==> config.mk <==
export PLATFORM = sky130hd
export DESIGN_NAME = mem_stage_lsu_flat
export DESIGN_NICKNAME = d
export VERILOG_FILES = /design/src/rtl/mem_stage_lsu_if.sv /design/src/rtl/mem_stage_lsu.sv /design/src/flat_wrapper.sv
export SDC_FILE = /design/constraint.sdc
export NUM_CORES = 1
export LEC_CHECK = 0
export CAP_MARGIN = 30
export CORE_ASPECT_RATIO = 0.5
export CORE_MARGIN = 5
export CORE_UTILIZATION = 40
export DETAILED_ROUTE_END_ITERATION = 16
export MAX_ROUTING_LAYER = met4
export PLACE_DENSITY_LB_ADDON = 0.1
export SKIP_CTS_REPAIR_TIMING = 1
export SLEW_MARGIN = 20
export SYNTH_ARGS = -nofsm -noshare
export SYNTH_HDL_FRONTEND = slang
export SYNTH_SLANG_ARGS = --single-unit
==> constraint.sdc <==
create_clock -name clk -period 5.5 [get_ports clk]
set_clock_uncertainty 0.15 [all_clocks]
set_input_delay 1.375 -clock clk [delete_from_list [all_inputs] [get_ports clk]]
set_output_delay 1.375 -clock clk [all_outputs]
set_load 0.1 [all_outputs]
==> src/rtl/mem_stage_lsu_if.sv <==
// Data-memory port between the MEM-stage load/store unit and the memory system.
// The LSU is the master: it raises mem_req with address/enables/data and holds
// them until the memory answers with a single-cycle mem_ack (and mem_rdata).
interface mem_stage_lsu_if;
  logic        mem_req;
  logic        mem_we;
  logic [31:0] mem_addr;
  logic [3:0]  mem_be;
  logic [31:0] mem_wdata;
  logic [31:0] mem_rdata;
  logic        mem_ack;

  modport master (
    output mem_req, mem_we, mem_addr, mem_be, mem_wdata,
    input  mem_rdata, mem_ack
  );

  modport slave (
    input  mem_req, mem_we, mem_addr, mem_be, mem_wdata,
    output mem_rdata, mem_ack
  );
endinterface

==> src/rtl/mem_stage_lsu.sv <==
// MEM-stage load/store unit for the RV32 pipeline. Takes one load or store
// from EX/MEM, checks funct3/alignment, issues a held req/ack memory access,
// stalls the front of the pipe while busy, and returns extended load data to
// write-back. Bad accesses and bus timeouts are reported as one-cycle pulses.
module mem_stage_lsu #(
  parameter int TIMEOUT_CYCLES = 16
) (
  input  logic               clk,
  input  logic               rst,
  input  logic               op_valid,
  input  logic               op_load,
  input  logic               op_store,
  input  logic [2:0]         op_funct3,
  input  logic [31:0]        op_addr,
  input  logic [31:0]        op_wdata,
  input  logic [4:0]         op_rd,
  mem_stage_lsu_if.master    mem,
  output logic               stall,
  output logic               wb_valid,
  output logic [4:0]         wb_rd,
  output logic [31:0]        wb_data,
  output logic               misalign_err,
  output logic               bus_err
);

  localparam int CNT_W = $clog2(TIMEOUT_CYCLES + 1);

  typedef enum logic {IDLE, BUSY} state_t;

  state_t             state, state_nx;
  logic               accept, legal, acc_ok, acc_bad;
  logic               ack_hit, tmo_hit;
  logic               ld_p1;
  logic [2:0]         f3_p1;
  logic [4:0]         rd_p1;
  logic [1:0]         off_p1;
  logic [CNT_W-1:0]   cnt_p1;

  // funct3 legality combined with natural alignment for the access size
  function automatic logic is_legal(input logic ld, input logic [2:0] f3,
                                    input logic [1:0] a);
    logic ok;
    ok = 1'b0;
    case (f3)
      3'b000:  ok = 1'b1;
      3'b001:  ok = ~a[0];
      3'b010:  ok = (a == 2'b00);
      3'b100:  ok = ld;
      3'b101:  ok = ld & ~a[0];
      default: ok = 1'b0;
    endcase
    return ok;
  endfunction

  function automatic logic [3:0] store_be(input logic [2:0] f3, input logic [1:0] a);
    logic [3:0] be;
    case (f3)
      3'b000:  be = 4'b0001 << a;
      3'b001:  be = 4'b0011 << a;
      default: be = 4'b1111;
    endcase
    return be;
  endfunction

  // Replicate the store byte/half across all lanes; byte enables pick the lane
  function automatic logic [31:0] store_data(input logic [2:0] f3, input logic [31:0] wd);
    logic [31:0] d;
    case (f3)
      3'b000:  d = {4{wd[7:0]}};
      3'b001:  d = {2{wd[15:0]}};
      default: d = wd;
    endcase
    return d;
  endfunction

  function automatic logic [31:0] load_extend(input logic [2:0] f3, input logic [1:0] a,
                                              input logic [31:0] rw);
    logic [7:0]  b;
    logic [15:0] h;
    logic [31:0] r;
    case (a)
      2'd0:    b = rw[7:0];
      2'd1:    b = rw[15:8];
      2'd2:    b = rw[23:16];
      default: b = rw[31:24];
    endcase
    h = a[1] ? rw[31:16] : rw[15:0];
    case (f3)
      3'b000:  r = {{24{b[7]}}, b};
      3'b001:  r = {{16{h[15]}}, h};
      3'b100:  r = {24'd0, b};
      3'b101:  r = {16'd0, h};
      default: r = rw;
    endcase
    return r;
  endfunction

  assign accept  = (state == IDLE) & op_valid & (op_load | op_store);
  assign legal   = is_legal(op_load, op_funct3, op_addr[1:0]);
  assign acc_ok  = accept & legal;
  assign acc_bad = accept & ~legal;
  assign ack_hit = (state == BUSY) & mem.mem_ack;
  // Ack in the last allowed cycle takes priority over the timeout
  assign tmo_hit = (state == BUSY) & ~mem.mem_ack &
                   (cnt_p1 == CNT_W'(TIMEOUT_CYCLES - 1));

  // State register
  always_ff @(posedge clk or negedge rst) begin
    if (!rst) state <= IDLE;
    else      state <= state_nx;
  end

  // Next-state: IDLE -> BUSY on a legal accept, back on ack or timeout
  always_comb begin
    state_nx = state;
    case (state)
      IDLE:    if (acc_ok) state_nx = BUSY;
      BUSY:    if (ack_hit | tmo_hit) state_nx = IDLE;
      default: state_nx = IDLE;
    endcase
  end

  // Stall is combinational so upstream freezes in the accept cycle itself
  always_comb begin
    stall = rst & ((state == BUSY) | acc_ok);
  end

  // Stage 0 -> 1: latch the accepted operation and run the timeout counter
  always_ff @(posedge clk or negedge rst) begin
    if (!rst) begin
      ld_p1  <= 1'b0;
      f3_p1  <= 3'd0;
      rd_p1  <= 5'd0;
      off_p1 <= 2'd0;
      cnt_p1 <= '0;
    end else if (acc_ok) begin
      ld_p1  <= op_load;
      f3_p1  <= op_funct3;
      rd_p1  <= op_rd;
      off_p1 <= op_addr[1:0];
      cnt_p1 <= '0;
    end else if ((state == BUSY) & ~ack_hit & ~tmo_hit) begin
      cnt_p1 <= cnt_p1 + CNT_W'(1);
    end else begin
      cnt_p1 <= '0;
    end
  end

  // Memory port registers: loaded on accept, held stable until the access ends
  always_ff @(posedge clk or negedge rst) begin
    if (!rst) begin
      mem.mem_req   <= 1'b0;
      mem.mem_we    <= 1'b0;
      mem.mem_addr  <= 32'd0;
      mem.mem_be    <= 4'd0;
      mem.mem_wdata <= 32'd0;
    end else begin
      mem.mem_req <= (state_nx == BUSY);
      if (acc_ok) begin
        mem.mem_we    <= op_store;
        mem.mem_addr  <= {op_addr[31:2], 2'b00};
        mem.mem_be    <= op_store ? store_be(op_funct3, op_addr[1:0]) : 4'b1111;
        mem.mem_wdata <= store_data(op_funct3, op_wdata);
      end
    end
  end

  // Stage 1 -> 2: write-back of completed loads and error pulses
  always_ff @(posedge clk or negedge rst) begin
    if (!rst) begin
      wb_valid     <= 1'b0;
      wb_rd        <= 5'd0;
      wb_data      <= 32'd0;
      misalign_err <= 1'b0;
      bus_err      <= 1'b0;
    end else begin
      misalign_err <= acc_bad;
      bus_err      <= tmo_hit;
      if (ack_hit & ld_p1 & (rd_p1 != 5'd0)) begin
        wb_valid <= 1'b1;
        wb_rd    <= rd_p1;
        wb_data  <= load_extend(f3_p1, off_p1, mem.mem_rdata);
      end else begin
        wb_valid <= 1'b0;
      end
    end
  end

endmodule

==> src/flat_wrapper.sv <==
// flat-port wrapper written by rule: the top's interface ports become plain ports
module mem_stage_lsu_flat 
#(
  parameter int TIMEOUT_CYCLES = 16
)
  (clk, rst, op_valid, op_load, op_store, op_funct3, op_addr, op_wdata, op_rd, stall, wb_valid, wb_rd, wb_data, misalign_err, bus_err, mem_mem_req, mem_mem_we, mem_mem_addr, mem_mem_be, mem_mem_wdata, mem_mem_rdata, mem_mem_ack);
  mem_stage_lsu_if mem_i ();
  input  logic clk;
  input  logic rst;
  input  logic op_valid;
  input  logic op_load;
  input  logic op_store;
  input  logic [2:0] op_funct3;
  input  logic [31:0] op_addr;
  input  logic [31:0] op_wdata;
  input  logic [4:0] op_rd;
  output logic stall;
  output logic wb_valid;
  output logic [4:0] wb_rd;
  output logic [31:0] wb_data;
  output logic misalign_err;
  output logic bus_err;
  output wire logic [$bits(mem_i.mem_req)-1:0] mem_mem_req;
  output wire logic [$bits(mem_i.mem_we)-1:0] mem_mem_we;
  output wire logic [$bits(mem_i.mem_addr)-1:0] mem_mem_addr;
  output wire logic [$bits(mem_i.mem_be)-1:0] mem_mem_be;
  output wire logic [$bits(mem_i.mem_wdata)-1:0] mem_mem_wdata;
  input wire logic [$bits(mem_i.mem_rdata)-1:0] mem_mem_rdata;
  input wire logic [$bits(mem_i.mem_ack)-1:0] mem_mem_ack;
  assign mem_mem_req = mem_i.mem_req;
  assign mem_mem_we = mem_i.mem_we;
  assign mem_mem_addr = mem_i.mem_addr;
  assign mem_mem_be = mem_i.mem_be;
  assign mem_mem_wdata = mem_i.mem_wdata;
  assign mem_i.mem_rdata = mem_mem_rdata;
  assign mem_i.mem_ack = mem_mem_ack;
  mem_stage_lsu #(.TIMEOUT_CYCLES(TIMEOUT_CYCLES)) u_core (.clk(clk), .rst(rst), .op_valid(op_valid), .op_load(op_load), .op_store(op_store), .op_funct3(op_funct3), .op_addr(op_addr), .op_wdata(op_wdata), .op_rd(op_rd), .mem(mem_i), .stall(stall), .wb_valid(wb_valid), .wb_rd(wb_rd), .wb_data(wb_data), .misalign_err(misalign_err), .bus_err(bus_err));
endmodule
==> qor.tcl, run 1 <==
set qor(outcome) {completed}
set qor(worstPathRequired_ns) 3.97
set qor(setup.reg_to_reg.worst_slack_ns) 2.67
set qor(ys_top_cells_by_area) {dfrtp_1 (54%), mux2_1 (15%), mux2_2 (4.5%)}
set qor(cellPowerDensity_nw_per_um2) 686.4
set qor(detail_routed_via_count_per_cell) 4.907
set qor(syn-cell-area_um2) 5773
set qor(hp-class) {flip-flop to flip-flop}
set qor(cp_data_arrival_time_ns) 2.85
set qor(synth_most_common_cell) {dfrtp_1}
set qor(io_buffers) 218
set qor(drive_above_1_share_pct) 13.39
set qor(first_iter_violations) 184
set qor(pin_count_of_the_biggest_net_entering_global_routing) 52
set qor(wl_per_cell_um) 17.27
set qor(post_synth.cell_area_avg_um2) 12.08
set qor(tritoncts_clock_tree) {yes}
set qor(synth_enable_flop_cells) 0
set qor(clkLatencyLatePin_ns) 0.41
set qor(synth-seq-area-share_pct) 53.75
set qor(routed-via-count) 4416
set qor(drt_drc_violations_left) 0
set qor(leakagePower_nw) 3.594
set qor(start_util_pct) 40.34
set qor(detail-route-antenna-nets) 0
set qor(routed_wl_mm) 15.54
set qor(timing.max_cap.violations) 0
set qor(hold-path-cell-count) 1
set qor(crit_path_end_kind) {primary output}
set qor(die_h_um) 94.95
set qor(synthCells) 478
set qor(clockBufferDepth) 2
set qor(clk_pin_slew_worst_paths_ns) 0.05
set qor(r2r_start) {u_core.rd_p1[0]}
set qor(synth_largest_area_cell) {dfrtp_1}
set qor(max_slew_headroom_at_the_worst_pin_pct) 31.85
set qor(number_of_global_route_vias_before_repair) 4650
set qor(clock-root-buffer) {clkbuf_16}
set qor(grt_pass1_wl_mm) 24.72
set qor(timing.fmax_mhz) 228.4
set qor(final_hold_fails) 0
set qor(area_growth_pct) 51.60
set qor(cp_cell_sequence) {clkdlybuf4s50_1, nor4_2, a21oi_2, nor2_4, o21a_1, buf_12}
set qor(grt_setup_unrepaired) {no}
set qor(cts.htree.levels) 4
set qor(hold_start) {u_core.cnt_p1[0]}
set qor(global_route.overflow_total) 0
set qor(track_usage_pct) 18.99
set qor(synth_seq_cells) 124
set qor(yosys.area.top_type_share_pct) 53.75
set qor(firstDrtPassIters) 4
set qor(die_area_um2) 17080
set qor(worstSetupPathType) {primary input to primary output}
set qor(rows) 31
set qor(worst_r2r_path_depth) 5
set qor(antenna_cells_inserted) 0
set qor(fin_tns_setup_ns) 0
set qor(netlist_top_cells_count) {dfrtp_1 (124), mux2_1 (79), nor2_1 (47)}
set qor(initial_antenna_violation_count) 0
set qor(final-setup-viol-count) 0
set qor(hold_path_end) {u_core.cnt_p1[0]}
set qor(total_cts_buffers) 17
set qor(postSynth.asyncResetShare_pct) 100.0
set qor(timing.critical_path.max_delay_family) {buffers and inverters}
set qor(layout_worst_path_cycle_share_pct) 79.59
set qor(crit_path_max_incr_delay_ns) 0.56
set qor(critPathSlowestCell) {clkdlybuf4s50_1}
set qor(design.core.area_um2) 14310
set qor(timing_worst_slew_pin_value_ns) 1.019
set qor(cp_max_fo) 8
set qor(critical_path_startpoint_category) {primary input}
set qor(dieWidth_um) 179.9
set qor(vdd_ir_drop_max_v) 0.0003034
set qor(regToRegEndpoint) {u_core.wb_data[9]}
set qor(hpwl_mm) 10.80
set qor(finalMaxSlewViolations) 0
set qor(final-instance-count-excl-fill) 900
set qor(placed_instances) 868
set qor(fin_nets) 801
set qor(synth.distinct_cells) 44
set qor(worst-path-stages) 6
set qor(count_of_synthesis_stage_warnings_from_yosys) 0
set qor(io_pins) 221
set qor(routabilityCongestion) 0.7782
set qor(cp_num_buf_inv) 2
set qor(numClockSinks) 124
set qor(dominantRegCellSynth) {dfrtp_1}
set qor(period_needed_ns) 4.378
## placed cells by master (no fill, tap or decap), types with 11 or more instances in the layout
| cell | instances |
|---|---|
| nor2_1 | 47 |
| a21oi_1 | 46 |
| clkdlybuf4s50_1 | 216 |
| mux2i_1 | 11 |
| mux2_1 | 79 |
| clkbuf_16 | 17 |
| nand2_1 | 21 |
| a21oi_2 | 11 |
| dfrtp_1 | 124 |
| nand3_1 | 12 |
| mux2_2 | 23 |
## through the flow
stage | power, mW | utilization, % | cell area, µm² | hold WS [ns] | worst slack [ns]
2_1_floorplan | 3.984 | - | 5777 | 0.2829 | 0.8471
6_report | 6.007 | 61.15 | 8752 | 0.3166 | 1.122
3_3_place_gp | 4.806 | 56.43 | 8077 | 0.2949 | 1.161
4_1_cts | 6.062 | 61.15 | 8752 | 0.3157 | 1.126
3_5_place_dp | 4.829 | 56.73 | 8119 | 0.3085 | 1.121
5_1_grt | 6.228 | 61.15 | 8752 | 0.3454 | 1.041
## logic make-up after synthesis
logic type,count (synthesis),share of synthesized area (%)
XOR/XNOR,2,0.3035
multiplexers,113,21.80
other,1,0.06496
adder cells (fa/ha/maj),2,0.4334
flip-flops,124,53.75
AO/OA/AOI/OAI,91,11.49
buffers and inverters,41,3.619
AND/OR/NAND/NOR,104,8.539
## cell type report
type	instances	area [µm²]
clock inverters	13	190.2
well taps	198	247.7
inverters	5	18.77
flip-flops and latches	124	3103
repair buffers	227	2285
multi-input cells	314	2465
fillers	1173	5560
clock buffers	19	442.9
## state kept, by name (all words and copies together) (netlist names)
name,flops
u_core.wb_data,32
u_core.off_p1,2
u_core.mem.mem_wdata,32
u_core.wb_rd,5
u_core.state,1
u_core.cnt_p1,5
u_core.rd_p1,5
u_core.mem.mem_addr,30
u_core.bus_err,1
u_core.wb_valid,1
u_core.misalign_err,1
u_core.mem.mem_be,4
u_core.f3_p1,3
u_core.mem.mem_we,1
u_core.ld_p1,1
## worst max path at each step
stage | end | startpoint
after detailed placement | stall | op_funct3[0]
after global routing | stall | op_funct3[0]
final | stall | op_funct3[0]
after CTS | stall | op_funct3[0]
after global placement | stall | op_funct3[0]
after floorplan | stall | op_funct3[0]
## layer usage
layer  GRT usage (%)  up-vias  part of all wire, %
li1                -     2107                    -
met1           23.99     2157                   45
met2           29.79      141                   47
met3           6.041       11                  6.9
met4           5.323        0                 0.80
met5               -        -                    0
## where the power goes
part	leakage (nW)	internal [mW]	switching, mW
logic	1.83	0.801	2.59
clock network	0.296	0.774	0.432
registers	1.47	1.22	0.193
No activity file was read; power rests on OpenSTA's default activity.
==> run 2: changes to the inputs <==
- clock period: 5.5 -> 4.45 ns (I/O delays scaled with it)
==> run 2 against run 1 <==
  * Worst hold slack better by 0.0046 ns
  * Sequential share of layout area hardly changed
  * Utilization is 0.079 points higher
  * Highest routed layer unchanged
  * Global-route usage hardly changed
  * Critical path depth stayed put
  * First-iteration DRC count is 22% higher
  * Critical path type unchanged
==> qor.tcl, run 2 (synthesized netlist as in run 1, its figures left out) <==
set qor(total_cts_buffers) 17 ;# unchanged
set qor(most_common_cell_after_layout_fill_and_taps_aside) {clkdlybuf4s50_1}
set qor(drt_drc_violations_left) 0 ;# unchanged
set qor(cp_data_arrival_time_ns) 2.56 ;# -0.29 ns
set qor(start_util_pct) 40.34 ;# unchanged
set qor(cellPowerDensity_nw_per_um2) 851.8 ;# +24%
set qor(fillerInstances) 1174 ;# +0.085%
set qor(cp_cell_sequence) {clkdlybuf4s50_1, nor4_2, a21oi_2, nor2_4, o21a_1, buf_12}
set qor(die_area_um2) 17080 ;# unchanged
set qor(crit_path_max_incr_delay_ns) 0.55 ;# about the same
set qor(global_route.overflow_total) 0 ;# unchanged
set qor(fin_nets) 801 ;# unchanged
set qor(dieWidth_um) 179.9 ;# unchanged
set qor(io_buffers) 218 ;# unchanged
set qor(design.core.area_um2) 14310 ;# unchanged
set qor(timing_worst_slew_pin_value_ns) 1.018 ;# -0.0005718 ns
set qor(pin_count_of_the_biggest_net_entering_global_routing) 64 ;# +23%
set qor(routed-via-count) 4394 ;# -0.50%
set qor(dp_slack_ns) 0.6258 ;# -0.4956 ns
set qor(wl_per_cell_um) 17.20 ;# -0.44%
set qor(cp_num_buf_inv) 2 ;# unchanged
set qor(number_of_global_route_vias_before_repair) 4755 ;# +2.3%
set qor(vdd_ir_drop_max_v) 0.0003645 ;# +20%
set qor(outcome) {completed}
set qor(cp_max_fo) 8 ;# unchanged
set qor(timing.max_cap.violations) 0 ;# unchanged
set qor(initial_antenna_violation_count) 0 ;# unchanged
set qor(largest_registers) {u_core.mem.mem_wdata: 32 flops, u_core.wb_data: 32 flops, u_core.mem.mem_addr: 30 flops}
set qor(tritoncts_clock_tree) {yes}
set qor(firstDrtPassIters) 4 ;# unchanged
set qor(antenna_cells_inserted) 0 ;# unchanged
set qor(detail-route-antenna-nets) 0 ;# unchanged
set qor(period_needed_ns) 3.820
set qor(fin_tns_setup_ns) 0 ;# unchanged
set qor(worstSetupPathType) {primary input to primary output}
set qor(routabilityCongestion) 0.7687 ;# -1.2%
set qor(timing.fmax_mhz) 261.8
set qor(layout_common_cells) {clkdlybuf4s50_1 (216), dfrtp_1 (124), mux2_1 (79)}
set qor(critical_path_startpoint_category) {primary input}
set qor(finalWorstSetupSlack_ns) 0.6302 ;# -0.4923 ns
set qor(leakagePower_nw) 3.606 ;# +0.35%
set qor(layout_worst_path_cycle_share_pct) 85.84
set qor(clock-root-buffer) {clkbuf_16}
set qor(cts.htree.levels) 4 ;# unchanged
set qor(grt_pass1_wl_mm) 24.96 ;# +0.98%
set qor(max_slew_headroom_at_the_worst_pin_pct) 31.89 ;# +0.038 points
set qor(hpwl_mm) 10.99 ;# +1.7%
set qor(critPathSlowestCell) {clkdlybuf4s50_1}
set qor(routed_wl_mm) 15.48 ;# -0.44%
set qor(first_iter_violations) 225 ;# +22%
set qor(crit_path_end_kind) {primary output}
set qor(numClockSinks) 124 ;# unchanged
set qor(clockBufferDepth) 2 ;# unchanged
set qor(drive_above_1_share_pct) 13.11 ;# -0.28 points
set qor(detail_routed_via_count_per_cell) 4.882 ;# -0.50%
set qor(grt_setup_unrepaired) {no}
set qor(worstPathRequired_ns) 3.19 ;# -0.78 ns
set qor(area_growth_pct) 51.80
set qor(rows) 31 ;# unchanged
set qor(final-setup-viol-count) 0 ;# unchanged
set qor(clk_pin_slew_worst_paths_ns) 0.05 ;# about the same
set qor(hp-class) {flip-flop to flip-flop}
set qor(io_pins) 221 ;# unchanged
set qor(timing.critical_path.max_delay_family) {buffers and inverters}
set qor(track_usage_pct) 19.03 ;# +0.043 points
set qor(finalMaxSlewViolations) 0 ;# unchanged
set qor(die_h_um) 94.95 ;# unchanged
set qor(clkLatencyLatePin_ns) 0.40 ;# about the same
set qor(final_hold_fails) 0 ;# unchanged
[run 2: cell count changes in the layout (fill, tap and decap cells not counted)]
cell	before	now
buf_4	8	9
clkbuf_1	1	3
inv_6	2	0
bufinv_16	4	5
clkbuf_8	1	2
buf_8	1	0
clkinvlp_4	4	2
[run 2: layout make-up]
class	count	area [µm²]	share of cell area (%)
inverter	5	18.77	0.2142
clock buffer	22	464.2	5.297
multi-input combinational	314	2465	28.13
clock inverter	10	187.7	2.142
tap	198	247.7	2.827
sequential	124	3103	35.41
timing repair buffer	227	2277	25.99
[run 2: through the flow]
step                      power [mW]  cells  cell area, µm²  utilization (%)  hold slack, ns
after floorplan                4.925    479            5777                -          0.2829
after global placement         5.937    867            8084            56.48          0.2975
after detailed placement       5.976    868            8112            56.67          0.3074
after CTS                      7.535    900            8763            61.23          0.3179
after global routing           7.749    900            8763            61.23          0.3421
final                          7.464    900            8763            61.23          0.3211
[run 2: report_power, final]
part	internal [mW]	switching (mW)	leakage [nW]
logic	0.990	3.20	1.83
registers	1.51	0.236	1.47
clock network	1.03	0.505	0.311
[run 2: path summary, 6_finish.rpt]
check / from / endpoint / slack [ns] / depth (start not counted)
max: op_funct3[0] / stall / 0.63 / 6
min: u_core.cnt_p1[0] / u_core.cnt_p1[0] / 0.32 / 1
max reg2reg: u_core.rd_p1[0] / u_core.wb_data[10] / 1.63 / 5
min reg2reg: u_core.cnt_p1[0] / u_core.cnt_p1[0] / 0.32 / 1
max in group asynchronous: rst / u_core.wb_data[13] / 2.49 / 2
min in group asynchronous: rst / u_core.wb_data[24] / 0.49 / 1
[run 2: worst register-to-register path, delay by kind of cell (launching register included)]
kind                   cells  cell delay [ns]
AND/OR/NAND/NOR            1             0.55
flip-flops                 1             0.39
AO/OA/AOI/OAI              2             0.93
buffers and inverters      2             0.70
[run 2: routing by layer]
metal	part of all wire, %	GRT usage [%]	vias to the layer above	wire, µm
li1	-	-	2108	-
met1	43	23.16	2143	6671
met2	49	31.52	136	7572
met3	7.5	6.272	7	1159
met4	0.47	3.992	0	73
met5	0	-	-	0
==> run 3: changes to the inputs <==
- CAP_MARGIN: 30 -> 20
==> run 3 against run 2 <==
  * Combinational power barely moved
  * Sequential share of layout area rose by 0.17 points
  * Worst setup slack improved by 0.0055 ns
  * Global-route usage fell by 0.081 points
  * Worst hold slack got worse by 0.016 ns
  * Final area fell by 0.49%
  * Largest cell class unchanged
  * Fmax rose by 0.14%
  * Clock-buffer cell count did not move
  * Utilization fell by 0.30 points
  * Clock power fell by 3%
==> qor.tcl, run 3 (synthesized netlist as in run 1, its figures left out) <==
set qor(clock-root-buffer) {clkbuf_16}
set qor(routed_wl_mm) 15.49 ;# +0.11%
set qor(critPathSlowestCell) {clkdlybuf4s50_1}
set qor(worstSetupPathType) {primary input to primary output}
set qor(detail_routed_via_count_per_cell) 4.899 ;# +0.34%
set qor(pin_count_of_the_biggest_net_entering_global_routing) 79 ;# +23%
set qor(routabilityCongestion) 0.7687 ;# unchanged
set qor(leakagePower_nw) 3.591 ;# -0.44%
set qor(worstPathRequired_ns) 3.19 ;# about the same
set qor(layout_common_cells) {clkdlybuf4s50_1 (216), dfrtp_1 (124), mux2_1 (79)}
set qor(antenna_cells_inserted) 0 ;# unchanged
set qor(number_of_global_route_vias_before_repair) 4666 ;# -1.9%
set qor(endpoint) {stall}
set qor(layout_worst_path_cycle_share_pct) 85.72 ;# -0.12 points
set qor(design.core.area_um2) 14310 ;# unchanged
set qor(drt_drc_violations_left) 0 ;# unchanged
set qor(vdd_ir_drop_max_v) 0.0003779 ;# +3.7%
set qor(hp-class) {flip-flop to flip-flop}
set qor(worst_r2r_path_depth) 5 ;# unchanged
set qor(clkLatencyLatePin_ns) 0.41 ;# about the same
set qor(clk_pin_slew_worst_paths_ns) 0.05 ;# about the same
set qor(cp_max_fo) 8 ;# unchanged
set qor(wl_per_cell_um) 17.23 ;# +0.22%
set qor(final_hold_fails) 0 ;# unchanged
set qor(timing.critical_path.from) {op_funct3[0]}
set qor(die_area_um2) 17080 ;# unchanged
set qor(numClockSinks) 124 ;# unchanged
set qor(period_needed_ns) 3.814 ;# -0.005456 ns
set qor(io_pins) 221 ;# unchanged
set qor(regToRegEndpoint) {u_core.wb_data[14]}
set qor(detail-route-antenna-nets) 0 ;# unchanged
set qor(area_growth_pct) 51.06
set qor(r2r_start) {u_core.rd_p1[0]}
set qor(cellPowerDensity_nw_per_um2) 850.7 ;# -0.12%
set qor(tritoncts_clock_tree) {yes}
set qor(cts.htree.levels) 4 ;# unchanged
set qor(rows) 31 ;# unchanged
set qor(fillerInstances) 1179 ;# +0.43%
set qor(postPlaceCellArea_um2) 8084 ;# -0.34%
set qor(io_buffers) 218 ;# unchanged
set qor(track_usage_pct) 18.95 ;# -0.081 points
set qor(die_h_um) 94.95 ;# unchanged
set qor(most_common_cell_after_layout_fill_and_taps_aside) {clkdlybuf4s50_1}
set qor(crit_path_end_kind) {primary output}
set qor(setup.reg_to_reg.worst_slack_ns) 1.61 ;# -0.02 ns
set qor(largest_registers) {u_core.mem.mem_wdata: 32 flops, u_core.wb_data: 32 flops, u_core.mem.mem_addr: 30 flops}
set qor(global_route.overflow_total) 0 ;# unchanged
set qor(grt_setup_unrepaired) {no}
set qor(routed-via-count) 4404 ;# +0.23%
set qor(hpwl_mm) 10.86 ;# -1.2%
set qor(finalCoreUtilization_pct) 60.93 ;# -0.30 points
set qor(timing_worst_slew_pin_value_ns) 1.078 ;# +0.05967 ns
set qor(start_util_pct) 40.34 ;# unchanged
set qor(final-setup-viol-count) 0 ;# unchanged
set qor(fin_tns_setup_ns) 0 ;# unchanged
set qor(timing.fmax_mhz) 262.2 ;# +0.14%
set qor(cp_data_arrival_time_ns) 2.55 ;# about the same
set qor(clockBufferDepth) 2 ;# unchanged
set qor(fin_area_um2) 8721 ;# -0.49%
set qor(first_iter_violations) 175 ;# -22%
set qor(crit_path_max_incr_delay_ns) 0.54 ;# about the same
set qor(max_slew_headroom_at_the_worst_pin_pct) 28.13 ;# -3.8 points
set qor(grt_pass1_wl_mm) 24.78 ;# -0.75%
set qor(drive_above_1_share_pct) 13.12 ;# +0.019 points
set qor(dieWidth_um) 179.9 ;# unchanged
set qor(critical_path_startpoint_category) {primary input}
set qor(finalMaxSlewViolations) 0 ;# unchanged
set qor(outcome) {completed}
set qor(fin_nets) 800 ;# -0.12%
set qor(cp_cell_sequence) {clkdlybuf4s50_1, nor4_2, a21oi_2, nor2_4, o21a_1, buf_12}
set qor(firstDrtPassIters) 4 ;# unchanged
set qor(timing.max_cap.violations) 0 ;# unchanged
set qor(initial_antenna_violation_count) 0 ;# unchanged
set qor(total_cts_buffers) 17 ;# unchanged
-- run 3: cell count changes in the layout (fill, tap and decap cells not counted) --
cell / delta
clkbuf_8: +1
clkbuf_1: -1
buf_16: -1
clkinv_2: +1
bufinv_16: -1
-- run 3: stage by stage --
stage	std cells	hold slack [ns]	total power, mW	setup slack [ns]
6_report	899	0.3053	7.419	0.6356
4_1_cts	899	0.3107	7.489	0.6193
2_1_floorplan	479	0.2829	4.925	0.3221
3_3_place_gp	867	0.2975	5.937	0.6406
5_1_grt	899	0.3472	7.702	0.5323
3_5_place_dp	867	0.3060	5.974	0.6272
-- run 3: where the power goes --
part / switching [mW] / internal (mW) / total, mW
clock: 0.508 / 0.983 / 1.49
sequential: 0.236 / 1.51 / 1.75
combinational: 3.19 / 0.987 / 4.18
total: 3.94 / 3.48 / 7.42
-- run 3: per-layer routing --
layer	wire (µm)	track usage [%]	part of all wire [%]
met2	7324	30.42	47
met1	6895	23.31	45
met5	0	-	0
met3	1126	6.118	7.3
met4	146	5.513	0.94
-- run 3: layout make-up --
type / count / area (µm²) / share of cell area [%]
clock inverter: 10 / 162.7 / 1.865
clock buffer: 22 / 474.2 / 5.438
sequential: 124 / 3103 / 35.58
inverter: 5 / 18.77 / 0.2152
timing repair buffer: 226 / 2250 / 25.80
tap: 198 / 247.7 / 2.841
multi-input combinational: 314 / 2465 / 28.26
-- run 3: worst min path at each step --
stage               cells after the start                    from  slack, ns                      to
floorplan                               1        u_core.cnt_p1[0]       0.28        u_core.cnt_p1[0]
global placement                        1        u_core.cnt_p1[0]       0.30        u_core.cnt_p1[0]
detailed placement                      1        u_core.cnt_p1[0]       0.31        u_core.cnt_p1[0]
CTS                                     1        u_core.cnt_p1[0]       0.31        u_core.cnt_p1[0]
global route                            1  u_core.mem.mem_addr[8]       0.35  u_core.mem.mem_addr[8]
finish                                  1        u_core.cnt_p1[0]       0.31        u_core.cnt_p1[0]
-- run 3: critical path, delay by kind of cell --
kind	cells	cell delay, ns
buf+inv	2	0.72
simple gates	2	0.47
compound gates	2	0.25
